[src/rtl/hsid_x_obi_inf_pkg.sv]
// OBI bus types plus the constants and state encoding shared by the read master.
package hsid_x_obi_inf_pkg;

  typedef struct packed {
    logic        req;
    logic        we;
    logic [3:0]  be;
    logic [31:0] addr;
    logic [31:0] wdata;
  } obi_req_t;

  typedef struct packed {
    logic        gnt;
    logic        rvalid;
    logic [31:0] rdata;
  } obi_resp_t;

  localparam logic [3:0]  OBI_BE_ALL     = 4'hF;
  localparam int unsigned OBI_WORD_BYTES = 4;

  typedef enum logic [1:0] {IDLE, RUN, DONE} rd_master_state_e;

endpackage

[src/rtl/hsid_x_obi_rd_fifo.sv]
// Synchronous FIFO; push and pop may coincide at any occupancy, no fall-through.
module hsid_x_obi_rd_fifo #(
  parameter  int DEPTH = 4,
  parameter  int WIDTH = 32,
  localparam int AW    = $clog2(DEPTH),
  localparam int CW    = AW + 1
) (
  input  logic             clk,
  input  logic             rst,
  input  logic             push,
  input  logic [WIDTH-1:0] wdata,
  input  logic             pop,
  output logic [WIDTH-1:0] rdata,
  output logic             empty,
  output logic             full,
  output logic [CW-1:0]    count
);

  logic [WIDTH-1:0] mem [DEPTH];
  logic [AW-1:0]    wptr, rptr;
  logic             do_push, do_pop;

  assign empty   = (count == '0);
  assign full    = (count == CW'(DEPTH));
  assign do_pop  = pop && !empty;
  assign do_push = push && (!full || do_pop);
  assign rdata   = mem[rptr];

  always_ff @(posedge clk) begin
    if (rst) begin
      wptr  <= '0;
      rptr  <= '0;
      count <= '0;
    end else begin
      if (do_push) wptr <= wptr + 1'b1;
      if (do_pop)  rptr <= rptr + 1'b1;
      case ({do_push, do_pop})
        2'b10:   count <= count + 1'b1;
        2'b01:   count <= count - 1'b1;
        default: count <= count;
      endcase
    end
  end

  // Storage needs no reset: the pointers/count define what is valid.
  always_ff @(posedge clk) begin
    if (do_push) mem[wptr] <= wdata;
  end

endmodule

[src/rtl/hsid_x_obi_rd_master.sv]
// OBI read initiator: fetches word_count words from base_addr and streams them out in order.
module hsid_x_obi_rd_master
  import hsid_x_obi_inf_pkg::*;
#(
  parameter int FIFO_DEPTH = 4,
  parameter int CNT_W      = 16
) (
  input  logic             clk,
  input  logic             rst,
  input  logic             start,
  input  logic [31:0]      base_addr,
  input  logic [CNT_W-1:0] word_count,
  output logic             busy,
  output logic             done,
  output logic             out_valid,
  input  logic             out_ready,
  output logic [31:0]      out_data,
  output obi_req_t         obi_req,
  input  obi_resp_t        obi_rsp
);

  localparam int FC_W = $clog2(FIFO_DEPTH) + 1;

  rd_master_state_e state, state_nxt;

  logic [CNT_W-1:0] count, issued, received, outstanding;
  logic [31:0]      addr;
  logic             req, req_hold, accept, rsp_take, pop;
  logic             fifo_empty, fifo_full, credit_ok;
  logic [FC_W-1:0]  fifo_count;
  logic [CNT_W:0]   inflight;

  assign outstanding = issued - received;
  assign inflight    = {1'b0, outstanding} + (CNT_W+1)'(fifo_count);
  // Every granted request reserves a FIFO slot, so rvalid can never overflow.
  assign credit_ok   = !fifo_full && (inflight < (CNT_W+1)'(FIFO_DEPTH));
  assign accept      = req && obi_rsp.gnt;
  assign rsp_take    = obi_rsp.rvalid && (outstanding != '0);
  assign out_valid   = !fifo_empty;
  assign pop         = out_valid && out_ready;

  always_ff @(posedge clk) begin
    if (rst) state <= IDLE;
    else     state <= state_nxt;
  end

  always_comb begin
    state_nxt = state;
    case (state)
      IDLE: if (start) state_nxt = (word_count != '0) ? RUN : DONE;
      RUN:  if (received == count && fifo_empty && !pop) state_nxt = DONE;
      DONE: state_nxt = IDLE;
      default: state_nxt = IDLE;
    endcase
  end

  // A raised but ungranted request stays up regardless of credits.
  always_comb begin
    busy = (state != IDLE);
    done = (state == DONE);
    req  = (state == RUN) && (req_hold || ((issued < count) && credit_ok));
  end

  always_ff @(posedge clk) begin
    if (rst) begin
      count    <= '0;
      issued   <= '0;
      received <= '0;
      addr     <= '0;
      req_hold <= 1'b0;
    end else begin
      if (state == IDLE && start) begin
        count    <= word_count;
        issued   <= '0;
        received <= '0;
        addr     <= {base_addr[31:2], 2'b00};
      end
      if (accept) begin
        issued <= issued + 1'b1;
        addr   <= addr + 32'(OBI_WORD_BYTES);
      end
      if (rsp_take) received <= received + 1'b1;
      req_hold <= req && !obi_rsp.gnt;
    end
  end

  always_comb begin
    obi_req       = '0;
    obi_req.req   = req;
    obi_req.we    = 1'b0;
    obi_req.be    = OBI_BE_ALL;
    obi_req.addr  = addr;
    obi_req.wdata = '0;
  end

  hsid_x_obi_rd_fifo #(
    .DEPTH (FIFO_DEPTH),
    .WIDTH (32)
  ) u_fifo (
    .clk   (clk),
    .rst   (rst),
    .push  (rsp_take),
    .wdata (obi_rsp.rdata),
    .pop   (pop),
    .rdata (out_data),
    .empty (fifo_empty),
    .full  (fifo_full),
    .count (fifo_count)
  );

endmodule

[config.mk]
export PLATFORM = sky130hd
export DESIGN_NAME = hsid_x_obi_rd_master
export DESIGN_NICKNAME = d
export VERILOG_FILES = /design/src/rtl/hsid_x_obi_inf_pkg.sv /design/src/rtl/hsid_x_obi_rd_fifo.sv /design/src/rtl/hsid_x_obi_rd_master.sv
export SDC_FILE = /design/constraint.sdc
export NUM_CORES = 1
export LEC_CHECK = 0
export ABC_AREA = 1
export CAP_MARGIN = 0
export CORE_ASPECT_RATIO = 0.6
export CORE_MARGIN = 2
export CORE_UTILIZATION = 35
export CTS_CLUSTER_SIZE = 10
export DETAILED_ROUTE_END_ITERATION = 8
export DONT_BUFFER_PORTS = 1
export PLACE_DENSITY = 0.48
export SLEW_MARGIN = 20
export SYNTH_ARGS = -nofsm -noshare
export SYNTH_HDL_FRONTEND = slang
export SYNTH_SLANG_ARGS = --single-unit
[constraint.sdc]
create_clock -name clk -period 4.85 [get_ports clk]
set_clock_uncertainty 0.05 [all_clocks]
set_input_delay 0.97 -clock clk [delete_from_list [all_inputs] [get_ports clk]]
set_output_delay 0.97 -clock clk [all_outputs]
set_load 0.1 [all_outputs]
==> impl_metrics.yaml <==
setup_path:
  path_cells: "inv_2 > ha_4 > fa_2 > xnor2_2 > ha_1 > nand2_1 > o21ai_2 > nand3_1 > nor2_2 > nand3_2 > nor2_4 > nand2_1 > nand2_1 > nand3_1 > nor2_2 > nand2_2 > nand2_2 > nand2_2 > inv_2 > buf_12"
  cp_slowest_cell: "fa_2"
  crit_path_max_incr_delay_ns: 0.41
  critPathKind: "reg2out"
  cp.arrival_ns: 3.70
  cp-end-kind: "output port"
  critPathMaxFanout: 4
  cp.required_ns: 3.83
  critPathLaunchType: "flop"
global_route:
  grt_pass1_vias: 9226
  grtUsageMet2_pct: 26.8
  overflow: 0
  grt_use_total_pct: 19.1
  antenna_found_initial: 0
  busiest_layer: "met1"
  use_met3_pct: 5.26
  grt_max_degree: 65
  grt_first_pass_wirelength_um: 53800
  met1_usage_pct: 29.1
die:
  die_h_um: 147
  core-area_mm2: 0.0337
  initial_core_util_pct: 35.5
  dieArea_mm2: 0.0358
  pin_count: 191
  die_w_um: 243
  rows: 52
logic_synthesis:
  synth_edf_count: 128
  yosys-top-cells-area: "edfxtp_1, dfxtp_1, nand2_1"
  synth_cell_types: 41
  yosys_most_used_dff: "edfxtp_1"
  ys_seq_elements: 218
  syn_inst: 1491
  synth_area_per_cell_um2: 8.03
  yosysTopAreaCell: "edfxtp_1"
  synthTopCellsByCount: "nand2_1, inv_1, nor2_1"
  ys_async_sr_fraction_pct: 0
  yosysTopAreaCellShare_pct: 32.1
  synth_area_mm2: 0.0120
  synth-seq-area-share_pct: 47.1
  yosysMostFrequentCell: "nand2_1"
  yosys_warnings: 0
detailed_routing:
  drt-pass1-iter-count: 5
  wl_per_cell_um: 17.2
  ant_nets: 0
  num_vias: 9907
  drt_iter0_markers: 735
  routed_via_density: 4.92
  wl_um: 34600
  drcViolationCount: 0
layout:
  fin_cells: 2014
  drive_gt1_share_pct: 12.3
  antennaDiodeCount: 0
  nets: 1665
  syn_to_final_growth_pct: 15.8
cts:
  cts_inserted_buffers: 26
  cts_tree: "yes"
  cts_root_buf: "clkbuf_16"
  clock_sinks: 218
  cts-hold-fix-buffers: 0
  cts.path.max_buffers: 3
  clk_latency_ns: 0.55
  clkSlewWorstSetupHoldPaths_ns: 0.06
  h-tree-depth: 1
status:
  outcome: "completed"
worst_hold_path:
  min_path_type: "reg2reg"
sta:
  worst_pin_slew_ns: 1.16
  finalSetupViolCount: 0
  slew_headroom_pct: 22.3
  tns_ns: 0
  rsz0062_at_grt: "yes"
  post-route-period-util_pct: 97.3
  hold_viol: 0
  max_freq_mhz: 212
  finalMaxSlewViolations: 0
  period_needed_ns: 4.72
placement:
  place_inst: 1961
  gp_congestion: 0.920
  io_buffers: 0
  dp.final_hpwl_um: 24200
power_and_ir_drop:
  total_leakage_power_uw: 0.00564
  ir_worst_vdd_v: 0.000240
  p_per_area_mw_per_mm2: 426
flow_run:
  drv_cap: 0
-- state kept, by name, indices dropped and copies added (netlist names), named ones only --
register      count
addr             30
req_hold          1
received         16
u_fifo.rptr       2
u_fifo.mem      128
count            16
u_fifo.count      3
u_fifo.wptr       2
state             2
issued           16
-- critical path, delay by kind of cell, from the launching register on --
family,cells,cell delay [ns]
xor+xnor,1,0.15
buf+inv,3,0.33
compound gates,1,0.17
fa+ha+maj,3,0.89
simple gates,12,1.27
flops,1,0.34
-- layout make-up --
type | instances | area (um^2)
Sequential cell | 218 | 5650
Clock buffer | 43 | 746
Tap cell | 459 | 574
Timing Repair Buffer | 82 | 666
Multi-Input combinational cell | 1032 | 5550
Clock inverter | 2 | 13.8
Fill cell | 3470 | 19800
Inverter | 178 | 668
-- metrics by stage --
stage | hold slack, ns | instance area, um^2 | power, uW | worst slack (ns) | util (%)
CTS | 0.419 | 13800 | 5970 | 0.00773 | 40.9
global route | 0.431 | 13900 | 6170 | -0.107 | 41.1
floorplan | 0.386 | 12100 | 3730 | 0.679 | -
finish | 0.426 | 13900 | 5910 | 0.133 | 41.1
global placement | 0.404 | 13000 | 4140 | 0.285 | 38.5
detailed placement | 0.416 | 13000 | 4140 | 0.217 | 38.5
-- final timing paths --
| kind | slack [ns] | depth (start not counted) | to | startpoint |
|---|---|---|---|---|
| max | 0.13 | 20 | obi_req[69] | issued[0] |
| min | 0.43 | 1 | flop | u_fifo.rptr[0] |
| max reg2reg | 0.85 | 22 | issued[1] | issued[0] |
| min reg2reg | 0.43 | 1 | flop | u_fifo.rptr[0] |
-- cells by family (layout without fill, tap and decap cells) --
group,Yosys count,count (layout),synth area share [%]
AOI/OAI and AO/OA,251,251,11.2
xor gates and xnor gates,47,47,3.44
adders and majority gates,41,41,4.41
buffers and inverters,278,305,10.2
DFF,218,218,47.1
other,2,39,0.0627
and+or+nand+nor,654,654,23.6
-- placed cells by master, fill, tap and decap left out, types with 2 or more instances in the layout --
| cell | Yosys | final |
|---|---|---|
| edfxtp_1 | 128 | 128 |
| xnor2_1 | 17 | 16 |
| ha_4 | 0 | 2 |
| conb_1 | 2 | 39 |
| o2111a_1 | 2 | 2 |
| xor2_1 | 30 | 30 |
| and2_1 | 2 | 2 |
| nand3_2 | 3 | 4 |
| a211oi_1 | 3 | 3 |
| buf_12 | 0 | 4 |
| nand2_1 | 322 | 320 |
| inv_1 | 170 | 167 |
| nor2_2 | 5 | 9 |
| nand2_2 | 5 | 7 |
| clkbuf_1 | 42 | 15 |
| nor4_1 | 10 | 10 |
| inv_2 | 7 | 10 |
| nor2_1 | 134 | 124 |
| o22ai_2 | 0 | 32 |
| nand3_1 | 105 | 104 |
| buf_4 | 41 | 78 |
| nor2_4 | 1 | 7 |
| nor3_1 | 15 | 15 |
| a21oi_1 | 103 | 103 |
| ha_1 | 39 | 37 |
| nand4_1 | 45 | 45 |
| o21ai_0 | 103 | 102 |
| nand3b_1 | 4 | 4 |
| dfxtp_2 | 0 | 4 |
| clkbuf_16 | 0 | 27 |
| dfxtp_1 | 90 | 86 |
| or2_2 | 2 | 2 |
-- power by group --
group,total (uW),switching (uW),internal (uW)
Sequential,2190,99.6,2090
Combinational,1930,1530,400
Clock,1790,756,1040
Total,5910,2390,3520
-- layer usage --
| layer | wire length (um) | share of wire, % |
|---|---|---|
| met3 | 2950 | 8.5 |
| met5 | 0 | 0 |
| met4 | 515 | 1.5 |
| met2 | 13700 | 40 |
| met1 | 17400 | 50 |
-- timing repair --
| item | 4_1_cts | 5_1_grt |
|---|---|---|
| pin swaps | 3 | 14 |
| gates resized for setup | 7 | 11 |
| setup endpoints to repair | 1 | 1 |
| setup buffers | 3 | 5 |
(Power assumes the default switching activity.)
